`config.mk`:
```
export PLATFORM = sky130hd
export DESIGN_NAME = exec_group1_flat
export DESIGN_NICKNAME = d
export VERILOG_FILES = /design/src/rtl/exec_group1_if.sv /design/src/rtl/exec_group1.sv /design/src/flat_wrapper.sv
export SDC_FILE = /design/constraint.sdc
export NUM_CORES = 1
export LEC_CHECK = 0
export BUFFER_PORTS_ARGS = -buffer_cell sky130_fd_sc_hd__buf_2
export CAP_MARGIN = 20
export CORE_MARGIN = 2
export CORE_UTILIZATION = 53
export CTS_CLUSTER_DIAMETER = 60
export DETAILED_ROUTE_END_ITERATION = 10
export PLACE_DENSITY_LB_ADDON = 0.2
export SLEW_MARGIN = 30
export SYNTH_ARGS = -nofsm -noshare
export SYNTH_HDL_FRONTEND = slang
export SYNTH_SLANG_ARGS = --single-unit
```
`constraint.sdc`:
```
create_clock -name CLK -period 4.9 [get_ports CLK]
set_clock_uncertainty 0.15 [all_clocks]
set_input_delay 0 -clock CLK [delete_from_list [all_inputs] [get_ports CLK]]
set_output_delay 0 -clock CLK [all_outputs]
set_load 0.05 [all_outputs]
```
`src/rtl/exec_group1_if.sv`:
```
// exec_group1_if
//   Bundle between the fetch/address sequencer (master) and the
//   group-01 execute/writeback stage (slave).
//   Sequencer -> exec : OP_VALID, OPCODE, OPERAND, EA, FLAG_WR, FLAG_IN
//   Exec -> sequencer : OP_READY, A, P, MEM_WE, MEM_ADDR, MEM_DATA, DONE
interface exec_group1_if #(
    parameter int ADDR_W = 16
);
    logic              OP_VALID;
    logic [2:0]        OPCODE;
    logic [7:0]        OPERAND;
    logic [ADDR_W-1:0] EA;
    logic              FLAG_WR;
    logic [7:0]        FLAG_IN;
    logic              OP_READY;
    logic [7:0]        A;
    logic [7:0]        P;
    logic              MEM_WE;
    logic [ADDR_W-1:0] MEM_ADDR;
    logic [7:0]        MEM_DATA;
    logic              DONE;

    modport master (
        output OP_VALID, OPCODE, OPERAND, EA, FLAG_WR, FLAG_IN,
        input  OP_READY, A, P, MEM_WE, MEM_ADDR, MEM_DATA, DONE
    );

    modport slave (
        input  OP_VALID, OPCODE, OPERAND, EA, FLAG_WR, FLAG_IN,
        output OP_READY, A, P, MEM_WE, MEM_ADDR, MEM_DATA, DONE
    );
endinterface

```
`src/rtl/exec_group1.sv`:
```
// exec_group1
//   6502 group-01 execute/writeback stage (ORA AND EOR ADC STA LDA CMP SBC).
//   Owns the accumulator and status register and produces the STA write
//   cycle. Binary arithmetic only; D is stored but has no effect.
// Ports:
//   CLK  - rising-edge clock
//   R_N  - asynchronous active-low reset
//   bus  - exec_group1_if.slave: operand strobe/handshake from the
//          sequencer, status load, A/P view, memory write bus, DONE pulse
//
// state | meaning
// ------+--------------------------------------------------------------
// IDLE  | ready; accepts an operand, or a status load when none offered
// EXEC  | latched op executes on the next edge (STA moves on to WRITE)
// WRITE | MEM_WE asserted with latched EA and current A
module exec_group1 #(
    parameter logic [7:0] RESET_A = 8'h00,
    parameter logic [7:0] RESET_P = 8'h24,
    parameter int         ADDR_W  = 16
) (
    input  logic          CLK,
    input  logic          R_N,
    exec_group1_if.slave  bus
);
    localparam logic [2:0] OP_ORA = 3'b000;
    localparam logic [2:0] OP_AND = 3'b001;
    localparam logic [2:0] OP_EOR = 3'b010;
    localparam logic [2:0] OP_ADC = 3'b011;
    localparam logic [2:0] OP_STA = 3'b100;
    localparam logic [2:0] OP_LDA = 3'b101;
    localparam logic [2:0] OP_CMP = 3'b110;
    localparam logic [2:0] OP_SBC = 3'b111;

    typedef enum logic [1:0] {
        IDLE  = 2'd0,
        EXEC  = 2'd1,
        WRITE = 2'd2
    } state_t;

    state_t            state;
    logic [7:0]        a_q;
    logic [7:0]        p_q;
    logic              done_q;
    logic [2:0]        op_q;
    logic [7:0]        m_q;
    logic [ADDR_W-1:0] ea_q;

    logic [7:0]        m_eff;
    logic              c_in;
    logic [8:0]        sum;
    logic              v_add;
    logic [7:0]        nz_val;
    logic [7:0]        res_a;
    logic [7:0]        res_p;

    // One adder serves ADC, SBC and CMP: SBC/CMP add the inverted operand,
    // CMP forces the carry-in so it never depends on the current C.
    always_comb begin
        m_eff  = (op_q == OP_SBC || op_q == OP_CMP) ? ~m_q : m_q;
        c_in   = (op_q == OP_CMP) ? 1'b1 : p_q[0];
        sum    = {1'b0, a_q} + {1'b0, m_eff} + {8'b0, c_in};
        v_add  = (a_q[7] == m_eff[7]) && (sum[7] != a_q[7]);
        res_a  = a_q;
        res_p  = p_q;
        case (op_q)
            OP_ORA: res_a = a_q | m_q;
            OP_AND: res_a = a_q & m_q;
            OP_EOR: res_a = a_q ^ m_q;
            OP_ADC,
            OP_SBC: begin
                res_a    = sum[7:0];
                res_p[0] = sum[8];
                res_p[6] = v_add;
            end
            OP_LDA: res_a = m_q;
            OP_CMP: res_p[0] = sum[8];
            default: ;
        endcase
        // CMP derives N/Z from the difference, not from A
        nz_val = (op_q == OP_CMP) ? sum[7:0] : res_a;
        if (op_q != OP_STA) begin
            res_p[7] = nz_val[7];
            res_p[1] = (nz_val == 8'h00);
        end
    end

    always_ff @(posedge CLK or negedge R_N) begin
        if (!R_N) begin
            state  <= IDLE;
            a_q    <= RESET_A;
            p_q    <= RESET_P;
            done_q <= 1'b0;
        end else begin
            done_q <= 1'b0;
            case (state)
                IDLE: begin
                    if (bus.OP_VALID) begin
                        state <= EXEC;
                    end else if (bus.FLAG_WR) begin
                        p_q <= bus.FLAG_IN | 8'h20;
                    end
                end
                EXEC: begin
                    if (op_q == OP_STA) begin
                        state <= WRITE;
                    end else begin
                        a_q    <= res_a;
                        p_q    <= res_p;
                        done_q <= 1'b1;
                        state  <= IDLE;
                    end
                end
                WRITE: begin
                    done_q <= 1'b1;
                    state  <= IDLE;
                end
                default: state <= IDLE;
            endcase
        end
    end

    // Operand/EA capture needs no reset; it is only read after a capture.
    always_ff @(posedge CLK) begin
        if (state == IDLE && bus.OP_VALID) begin
            op_q <= bus.OPCODE;
            m_q  <= bus.OPERAND;
            ea_q <= bus.EA;
        end
    end

    assign bus.OP_READY = (state == IDLE);
    assign bus.MEM_WE   = (state == WRITE);
    assign bus.MEM_ADDR = ea_q;
    assign bus.MEM_DATA = a_q;
    assign bus.A        = a_q;
    assign bus.P        = p_q;
    assign bus.DONE     = done_q;
endmodule

```
`src/flat_wrapper.sv`:
```
// flat-port wrapper written by rule: the top's interface ports become plain ports
module exec_group1_flat 
#(
    parameter logic [7:0] RESET_A = 8'h00,
    parameter logic [7:0] RESET_P = 8'h24,
    parameter int         ADDR_W  = 16
)
  (CLK, R_N, bus_OP_VALID, bus_OPCODE, bus_OPERAND, bus_EA, bus_FLAG_WR, bus_FLAG_IN, bus_OP_READY, bus_A, bus_P, bus_MEM_WE, bus_MEM_ADDR, bus_MEM_DATA, bus_DONE);
  exec_group1_if #(.ADDR_W(ADDR_W)) bus_i ();
  input  logic CLK;
  input  logic R_N;
  input wire logic [$bits(bus_i.OP_VALID)-1:0] bus_OP_VALID;
  input wire logic [$bits(bus_i.OPCODE)-1:0] bus_OPCODE;
  input wire logic [$bits(bus_i.OPERAND)-1:0] bus_OPERAND;
  input wire logic [$bits(bus_i.EA)-1:0] bus_EA;
  input wire logic [$bits(bus_i.FLAG_WR)-1:0] bus_FLAG_WR;
  input wire logic [$bits(bus_i.FLAG_IN)-1:0] bus_FLAG_IN;
  output wire logic [$bits(bus_i.OP_READY)-1:0] bus_OP_READY;
  output wire logic [$bits(bus_i.A)-1:0] bus_A;
  output wire logic [$bits(bus_i.P)-1:0] bus_P;
  output wire logic [$bits(bus_i.MEM_WE)-1:0] bus_MEM_WE;
  output wire logic [$bits(bus_i.MEM_ADDR)-1:0] bus_MEM_ADDR;
  output wire logic [$bits(bus_i.MEM_DATA)-1:0] bus_MEM_DATA;
  output wire logic [$bits(bus_i.DONE)-1:0] bus_DONE;
  assign bus_i.OP_VALID = bus_OP_VALID;
  assign bus_i.OPCODE = bus_OPCODE;
  assign bus_i.OPERAND = bus_OPERAND;
  assign bus_i.EA = bus_EA;
  assign bus_i.FLAG_WR = bus_FLAG_WR;
  assign bus_i.FLAG_IN = bus_FLAG_IN;
  assign bus_OP_READY = bus_i.OP_READY;
  assign bus_A = bus_i.A;
  assign bus_P = bus_i.P;
  assign bus_MEM_WE = bus_i.MEM_WE;
  assign bus_MEM_ADDR = bus_i.MEM_ADDR;
  assign bus_MEM_DATA = bus_i.MEM_DATA;
  assign bus_DONE = bus_i.DONE;
  exec_group1 #(.RESET_A(RESET_A), .RESET_P(RESET_P), .ADDR_W(ADDR_W)) u_core (.CLK(CLK), .R_N(R_N), .bus(bus_i));
endmodule
```
==> results.md <==
* CP Launch Type: flip-flop
* CP Capture Type: flip-flop
* # rows at 27
* Power share of the sequential group at 26.0%
* Antenna cell count at 0
* Power per cell area at about 660 mW/mm^2
* Fmax at roughly 270 MHz
* TritonRoute pass-1 iters at 4
* VDD IR max at 325 uV
* Total Routed Length at 7.49 mm
* Internal cell power at roughly 1200 uW
* Die area at 0.00627 sq mm
* Synthesized net count at 361
* First-pass GRT wire length at 12.2 mm
* Port bufs at 80
* Arrival time at the worst endpoint at 3.76 ns
* Worst skew pair latency at 0.30 ns
* Post-synthesis cell count at 294
* Post-CTS setup buffers at 0
* Share of the synthesized area in the top cell type at between 20% and 30%
* Placed Cells at 432
* Layout cells sized above 1 at 27.2%
* Setup Crit Path Kind: flip-flop to flip-flop
* Fin. Hold Viols at 0
* Netlist cell types at 56
* Total power at around 2500 uW
* Starting Density at 54.7%
* Avg Cell Area, Syn at 10.2 sq um
* Switching Share at 53.3%
* Relative slew slack at 54.3%
* CTS HTree Levels at 2
* Post-route cell area at 0.00385 sq mm
* Combinational cell fraction of total power at around 65%
* Worst reg-to-reg setup slack at between 1 and 1.5 ns
* Most area-consuming cells after synthesis: edfxtp_1 (27%), dfrtp_1 (14%), ha_1 (11%)
* Clock share of power at 9.2%
* Crit path max-delay cell type: edfxtp_1
* Area growth from synthesis to layout at 28.4%
* Gp weighted congestion at 0.997
* Routed via count at 2,557
* Num CTS Buffers at 5
* Hold Crit Class: input port to async pin
* Number of global-route vias before repair at 2,544
* Status: finished clean
* Lkg Pwr at 0.00174 uW
* Clock transition at path regs at 0.09 ns
* Post-Layout Cell Count at between 400 and 500
* IO Pins at 82
* Die Wd at 79.2 microns
* Tmin final at 3.68 ns
* Core outline area at 0.00547 sq mm
* Crit-path cells: inv_2, nor2_1, nand2_1, nand2_1, fa_1, inv_1, fa_1, nand2b_1, a21oi_1, o41ai_1, a2111o_1, a211oi_2, nand4_1, a41oi_2
* Fill count at between 400 and 500
* Post-DP Area at 0.00340 sq mm
* HPWL after detailed placement at ~5.2 mm
* Detailed Route Iter0 Violations at 126
* Die Height at 79.2 microns
* Req. time, crit path at ~5 ns
* Fin crit share at 75.1%
* Antenna-violating nets left at 0
* CP Max Fanout at 11
* Clk sink count at 46
* CTS tree: yes
* DRC viols at 0
* FFs w/ async S/R, synth at between 40 and 50%
* Switch Pwr at about 1400 uW
* Post-synth EDFFs at 27
* CTS root buf: clkbuf_8
* Synth Register Bits at between 40 and 50
* WL/cell at roughly 16 microns
* Worst-Margin Slew at 0.686 ns
* Commonest cells post-synth: edfxtp_1 (27), inv_1 (27), ha_1 (26), nor2_1 (25), nand2_1 (23)
* Seq/Total Area, Yosys at between 40% and 50%
* Final Setup Violations at 0
* Final net count at 470
* RSZ-0062 raised after global routing: no
* Global-route usage over all layers at 25.3%
* MaxCap Viol Count at 0
* CTS max path bufs at 2
* Setup TNS at 0 ns
* Main flop type after synthesis: edfxtp_1
* Most area-hungry cell type in the Yosys netlist: edfxtp_1
* Initial antenna violation count at 0
* Post-synthesis cell area at 0.00300 sq mm
* Fin. max-slew vios at 0
* Drt via density at 5.37
* Largest net degree at the start of global routing at 28
* Syn. warnings at 0
* Total gr overflow at 0
* Max stage delay on crit path at approximately 0.66 ns
==> critical path: cells and delay by family (launching register included) <==
family,cells,cell delay [ns]
buffers and inverters,2,0.25
DFF,1,0.66
adders and majority gates,2,0.61
and+or+nand+nor,5,0.86
AOI/OAI and AO/OA,5,1.08
==> sequential cells by signal, summed over array words and instances, names as in the netlist <==
register / count
u_core.state: 2
u_core.m_q: 8
u_core.op_q: 3
u_core.bus.P: 8
u_core.bus.DONE: 1
u_core.bus.MEM_ADDR: 16
u_core.bus.A: 8
==> timing repair <==
item / in CTS / in global routing
gates resized for setup: 0 / 0
endpoints found under the hold margin: 55 / 0
hold buffers: 36 / 0
setup endpoints to repair: 0 / 0
==> cell families after synthesis <==
group	Yosys count	share of synthesized area, %
multiplexers	11	3.93
buffers and inverters	47	7.69
AND/OR/NAND/NOR	77	12.1
XOR/XNOR	13	4.05
adder cells (fa/ha/maj)	28	12.2
AO/OA/AOI/OAI	72	17.0
flip-flops	46	43.0
==> power by group through the flow <==
stage / Clock (uW) / Combinational [uW] / Sequential [uW]
floorplan: 0 / 1020 / 949
global placement: 0 / 1600 / 663
detailed placement: 0 / 1620 / 668
CTS: 240 / 1640 / 660
global route: 253 / 1790 / 678
finish: 233 / 1650 / 662
==> final timing paths <==
path | from | to | cells past startpoint
max in group asynchronous | R_N | u_core.bus.P[5] | 2
worst min register to register | u_core.bus.P[3] | u_core.bus.P[3] | 1
worst min-delay path | R_N | u_core.bus.P[3] | 2
min in group CLK | bus_FLAG_WR | u_core.bus.P[6] | 4
worst max register to register | u_core.op_q[2] | u_core.bus.P[1] | 14
worst max-delay path | u_core.op_q[2] | u_core.bus.P[1] | 14
==> metrics by stage <==
step	utilization (%)	hold WS [ns]	worst slack, ns
2_1_floorplan	-	-0.446	1.39
3_3_place_gp	62.0	-0.184	1.31
3_5_place_dp	62.1	-0.179	1.27
4_1_cts	70.3	0.0212	1.24
5_1_grt	70.3	0.0363	0.968
6_report	70.3	0.0165	1.22
==> area by class of cell <==
| class | count | area, sq um | area share [%] |
|---|---|---|---|
| sequential | 46 | 1290 | 33.5 |
| inverter | 29 | 109 | 2.83 |
| clock buffer | 6 | 72.6 | 1.89 |
| timing repair buffer | 120 | 791 | 20.6 |
| multi-input combinational | 201 | 1480 | 38.5 |
| tap | 72 | 90.1 | 2.34 |
| clock inverter | 2 | 13.8 | 0.358 |
==> layout by cell type, fill, tap and decap left out, types with 3 or more instances in the layout <==
master,n
buf_2,80
dlygate4sd3_1,36
inv_1,27
edfxtp_1,27
ha_1,26
nor2_1,25
nand2_1,23
dfrtp_1,17
o21ai_0,14
xnor2_1,11
a21oi_1,11
nor2b_1,8
mux2_2,6
mux2i_1,5
nand3_1,5
a211oi_1,5
clkbuf_8,5
nor3_1,4
o211ai_1,4
o22ai_1,4
a31oi_1,4
buf_4,4
a22oi_1,3
a221oi_1,3
==> layer usage <==
metal	wire [microns]	GRT usage [%]	up-vias
met5	0	0	-
met4	144	9.66	0
met3	488	6.82	11
met2	3560	41.1	79
met1	3300	32.4	1201
li1	-	-	1266
(Power assumes the default switching activity.)
